[src/rtl/fetch_sequencer.sv]
// Instruction-fetch controller: owns the fetch PC, issues ROM reads and buffers the returned words
// for decode. Define FETCH_PERF_EN to add the perf_fetched/perf_stall counters.
module fetch_sequencer #(
  parameter logic [31:0] RESET_PC = 32'h0000_0000,
  parameter int unsigned DEPTH    = 3
) (
  input  logic        clk,
  input  logic        rst,
  input  logic        en,
  input  logic        redirect,
  input  logic [31:0] redirect_pc,
  output logic        rom_en,
  output logic [31:0] rom_addr,
  input  logic [31:0] rom_data,
  output logic        instr_valid,
  input  logic        instr_ready,
  output logic [31:0] instr,
  output logic [31:0] instr_pc
`ifdef FETCH_PERF_EN
  ,
  output logic [31:0] perf_fetched,
  output logic [31:0] perf_stall
`endif
);

  localparam int unsigned PtrW = (DEPTH > 1) ? $clog2(DEPTH) : 1;
  localparam int unsigned CntW = $clog2(DEPTH + 1);

  typedef enum logic [1:0] {StIdle, StRun, StFull} state_e;

  state_e            state_q, state_d;
  logic [31:0]       fpc_q, fpc_d;
  logic [31:0]       ret_pc_q;
  logic              inflight_q, kill_q;
  logic [CntW-1:0]   count_q, count_d;
  logic [PtrW-1:0]   rd_ptr_q, rd_ptr_d, wr_ptr_q, wr_ptr_d;
  logic [31:0]       pc_mem  [DEPTH];
  logic [31:0]       ins_mem [DEPTH];
  logic              pop, push, issue, has_space;
  logic [CntW:0]     occ_after_pop, occ_next;

  function automatic logic [PtrW-1:0] ptr_inc(input logic [PtrW-1:0] p);
    return (p == PtrW'(DEPTH - 1)) ? '0 : p + PtrW'(1);
  endfunction

  always_comb begin
    instr_valid   = (count_q != '0);
    pop           = instr_valid & instr_ready;
    push          = inflight_q & ~kill_q;
    // Space is counted against buffered plus in-flight entries so a push never overflows.
    occ_after_pop = {1'b0, count_q} + (CntW + 1)'(inflight_q) - (CntW + 1)'(pop);
    has_space     = occ_after_pop < (CntW + 1)'(DEPTH);
    issue         = (state_q == StRun) & en & ~redirect & has_space;
    rom_en        = issue;
    rom_addr      = fpc_q;
    instr         = ins_mem[rd_ptr_q];
    instr_pc      = pc_mem[rd_ptr_q];
  end

  always_comb begin
    fpc_d    = fpc_q;
    count_d  = count_q;
    rd_ptr_d = rd_ptr_q;
    wr_ptr_d = wr_ptr_q;
    state_d  = state_q;
    if (redirect) begin
      fpc_d    = redirect_pc;
      count_d  = '0;
      rd_ptr_d = '0;
      wr_ptr_d = '0;
    end else begin
      if (issue) fpc_d = fpc_q + 32'd4;
      if (push) wr_ptr_d = ptr_inc(wr_ptr_q);
      if (pop) rd_ptr_d = ptr_inc(rd_ptr_q);
      count_d = count_q + CntW'(push) - CntW'(pop);
    end
    occ_next = {1'b0, count_d} + (CntW + 1)'(issue);
    if (!en) begin
      state_d = StIdle;
    end else begin
      unique case (state_q)
        StIdle:        state_d = StRun;
        StRun, StFull: state_d = (occ_next >= (CntW + 1)'(DEPTH)) ? StFull : StRun;
        default:       state_d = StIdle;
      endcase
    end
  end

  always_ff @(posedge clk or negedge rst) begin
    if (!rst) begin
      state_q    <= StIdle;
      fpc_q      <= RESET_PC;
      ret_pc_q   <= '0;
      inflight_q <= 1'b0;
      kill_q     <= 1'b0;
      count_q    <= '0;
      rd_ptr_q   <= '0;
      wr_ptr_q   <= '0;
      for (int i = 0; i < int'(DEPTH); i++) begin
        pc_mem[i]  <= '0;
        ins_mem[i] <= '0;
      end
    end else begin
      state_q    <= state_d;
      fpc_q      <= fpc_d;
      inflight_q <= issue;
      kill_q     <= redirect & inflight_q;
      count_q    <= count_d;
      rd_ptr_q   <= rd_ptr_d;
      wr_ptr_q   <= wr_ptr_d;
      if (issue) ret_pc_q <= fpc_q;
      // A redirect empties the buffer, so the word returning this cycle is dropped too.
      if (push && !redirect) begin
        pc_mem[wr_ptr_q]  <= ret_pc_q;
        ins_mem[wr_ptr_q] <= rom_data;
      end
    end
  end

`ifdef FETCH_PERF_EN
  always_ff @(posedge clk or negedge rst) begin
    if (!rst) begin
      perf_fetched <= '0;
      perf_stall   <= '0;
    end else begin
      if (pop) perf_fetched <= perf_fetched + 32'd1;
      if (instr_valid && !instr_ready) perf_stall <= perf_stall + 32'd1;
    end
  end
`endif

endmodule
[config.mk]
export PLATFORM = sky130hd
export DESIGN_NAME = fetch_sequencer
export DESIGN_NICKNAME = d
export VERILOG_FILES = /design/src/rtl/fetch_sequencer.sv
export SDC_FILE = /design/constraint.sdc
export NUM_CORES = 1
export LEC_CHECK = 0
export ABC_AREA = 1
export BUFFER_PORTS_ARGS = -buffer_cell sky130_fd_sc_hd__buf_2
export CAP_MARGIN = 30
export CORE_UTILIZATION = 31
export CTS_CLUSTER_DIAMETER = 80
export DETAILED_ROUTE_END_ITERATION = 12
export GPL_TIMING_DRIVEN = 0
export PLACE_DENSITY = 0.52
export SLEW_MARGIN = 20
export SYNTH_ARGS = -nofsm -noshare
export SYNTH_HDL_FRONTEND = slang
export SYNTH_SLANG_ARGS = --single-unit
[constraint.sdc]
create_clock -name clk -period 5.2 [get_ports clk]
set_input_delay 0.26 -clock clk [delete_from_list [all_inputs] [get_ports clk]]
set_output_delay 0.26 -clock clk [all_outputs]
set_load 0.05 [all_outputs]
==> flow_summary.json <==
{
  "setup_viol_count_final": 0,
  "worstSetupPathType": "flip-flop to primary output",
  "fin_crit_sh_pct": 65.9,
  "place.gp.congestion": 0.811,
  "clock_path_buffers": 3,
  "syn_area_per_cell_um2": 8.24,
  "required_ns": 4.94,
  "crit_path_end_kind": "primary output",
  "ys_types": 28,
  "drv_slew": 0,
  "antenna_found_initial": 1,
  "cell_internal_pwr_w": 0.00468,
  "coreArea_um2": 37800,
  "start_kind": "flip-flop",
  "worstHoldStart": "rom_data[31]",
  "top_layer": "met5",
  "io_buffers": 166,
  "numCtsBuffers": 31,
  "rr_endpoint": "state_q[0]",
  "grt_pass1_wl_mm": 58.1,
  "die-area_um2": 39500,
  "min_to": "ins_mem[95]",
  "dr.pass1.iters": 5,
  "routed_wl_mm": 36.5,
  "clkPwrFrac_pct": 26.7,
  "ys_seq_area_share_pct": 55.5,
  "nFillCells": 3969,
  "r2r_setup_slack_ns": 1.80,
  "clkSinkCount": 266,
  "synth_area_um2": 12000,
  "cts-root-buf": "clkbuf_16",
  "hold_buffers": 51,
  "synth_area_leaders": "dfrtp_1 (56%), nand2_1 (16%), o21ai_0 (10%)",
  "p_per_area_nw_per_um2": 544,
  "finalHoldViolations": 0,
  "pre_cts_slack_ns": 1.79,
  "min_path_cells": 3,
  "post-route-min-period_ns": 3.42,
  "fin_skew_ns": 0.00835,
  "grt_max_degree": 79,
  "tightest_slew_ns": 0.947,
  "r2r_start": "count_q[1]",
  "ant_nets": 0,
  "fmax_mhz": 292,
  "num_vias": 10600,
  "drcViolationCount": 0,
  "final_nets": 1788,
  "peakVddDrop_uv": 219,
  "grt_pass1_vias": 10500,
  "cts-htree-levels": 1,
  "max_slew_margin_pct": 36.6,
  "placementRows": 71,
  "rsz0062_at_grt": "false",
  "wl_per_cell_um": 16.3,
  "ctsResizeCount": 0,
  "avgViaCountPerCell": 4.70,
  "mostFrequentLayoutCell": "nand2_1",
  "power_leakage_nw": 7.53,
  "yosysWarnings": 0,
  "die_h_um": 199,
  "layout_common_cells": "nand2_1 (524), dfrtp_1 (266), o21ai_0 (239)",
  "yosys.area.top_type": "dfrtp_1",
  "wl_met1_mm": 17.5,
  "synth_top_area_share_pct": 55.5,
  "dp_hpwl_mm": 25.7,
  "fin_ws_ns": 1.78,
  "hold_path.class": "input port to flip-flop",
  "crit_path_max_fanout": 12,
  "swShare_pct": 42.9,
  "p_switching_w": 0.00352,
  "status": "completed",
  "n_antenna_cell": 0,
  "start_util_pct": 31.7,
  "grt.total_usage_pct": 18.7,
  "grt_overflow_total": 0,
  "power_frac_seq_pct": 35.5,
  "ios": 167,
  "layout-drive-gt1-share_pct": 15.1,
  "area_growth_pct": 25.8,
  "ys_seq_elements": 266,
  "max-cap-violations": 0,
  "met2_length_mm": 16.6,
  "combPwrFrac_pct": 37.9,
  "post_cts_buffers": 0,
  "r2r_cells": 18,
  "wl_met3_mm": 1.76,
  "synthCells": 1456,
  "synth_fp_nets": 1535,
  "drtIter0Drc": 674,
  "crit_arrival_ns": 3.16,
  "tritoncts": "done",
  "clk_latency_ns": 0.56,
  "cts.reportedPaths.clkPinSlew_ns": 0.06,
  "utilization_pct": 39.9,
  "fp.dieW_um": 199
}
## per-stage QoR
| step | total power [W] | instance area [µm²] | cells | hold slack (ns) | TNS, ns |
|---|---|---|---|---|---|
| 2_1_floorplan | 0.00510 | 12000 | 1456 | -0.0356 | 0 |
| 3_3_place_gp | 0.00600 | 13500 | 2133 | 0.466 | -330.89 |
| 3_5_place_dp | 0.00605 | 13600 | 2136 | 0.190 | 0 |
| 4_1_cts | 0.00830 | 15100 | 2245 | 0.000340 | 0 |
| 5_1_grt | 0.00869 | 15100 | 2245 | 0.0204 | 0 |
| 6_report | 0.00821 | 15100 | 2245 | 0.0146 | 0 |
## worst max path at each step
stage	from	to	slack, ns	cells past startpoint
2_1_floorplan	count_q[1]	state_q[0]	2.14	18
3_3_place_gp	rst	rom_addr[21]	-1.27	1
3_5_place_dp	count_q[1]	state_q[0]	1.79	18
4_1_cts	count_q[1]	rom_en	1.72	13
5_1_grt	count_q[1]	state_q[0]	1.46	18
6_report	count_q[1]	rom_en	1.78	13
## cells by family after synthesis
group / synth area share, %
AO/OA/AOI/OAI: 14.2
flip-flops: 55.5
buffers and inverters: 7.16
AND/OR/NAND/NOR: 21.6
adder cells (fa/ha/maj): 1.11
XOR/XNOR: 0.438
## worst max-delay path: stages (launching register included)
cell,delay [ns]
dfrtp_1,0.43
o21a_1,0.31
nand2_1,0.11
o21ai_0,0.09
ha_1,0.16
inv_1,0.04
fa_1,0.48
o21ai_0,0.08
inv_1,0.07
nand2_2,0.13
inv_2,0.09
buf_6,0.15
buf_6,0.19
buf_2,0.28
## power groups by stage
| stage | sequential, W | combinational (W) | clock [W] |
|---|---|---|---|
| floorplan | 0.00300 | 0.00210 | 0 |
| global placement | 0.00293 | 0.00307 | 0 |
| detailed placement | 0.00294 | 0.00311 | 0 |
| CTS | 0.00291 | 0.00315 | 0.00225 |
| global route | 0.00298 | 0.00339 | 0.00232 |
| finish | 0.00291 | 0.00311 | 0.00219 |
## sequential cells by signal, summed over array words and instances (netlist names)
| name | count |
|---|---|
| rom_addr | 32 |
| rd_ptr_q | 2 |
| state_q | 2 |
| ins_mem | 96 |
| count_q | 2 |
| pc_mem | 96 |
| ret_pc_q | 32 |
| kill_q | 1 |
| wr_ptr_q | 2 |
| inflight_q | 1 |
## layout make-up
type / instances / area [µm²] / area share [%]
Tap cell: 511 / 639 / 4.24
Buffer: 79 / 363 / 2.40
Timing Repair Buffer: 220 / 1430 / 9.50
Sequential cell: 266 / 6660 / 44.1
Clock inverter: 8 / 97.6 / 0.647
Inverter: 132 / 495 / 3.28
Multi-Input combinational cell: 979 / 4480 / 29.7
Clock buffer: 50 / 927 / 6.14
## routing by layer
layer | vias to the layer above | track usage, %
met4 | 2 | 3.90
li1 | 5191 | -
met3 | 47 | 2.90
met1 | 5065 | 26.6
met2 | 256 | 30.0
met5 | - | 0
## synth_stat cells
cell and number:
nand2_1 524, inv_1 129, buf_2 26, a31oi_1 1, xnor2_1 3, o21ai_0 239
nor2_2 6, a22oi_1 60, buf_6 4, nand3_1 75, and2_1 3, o211ai_1 2
o21ai_1 4, a21o_1 1, inv_2 3, or2_2 2, nor2_1 40, nand2_2 3
buf_1 12, o21a_1 1, clkbuf_1 36, nor3_1 1, xor2_1 3, buf_4 1
a21oi_1 1, ha_1 9, fa_1 1, dfrtp_1 266
Power figures use the tool's default switching activity.
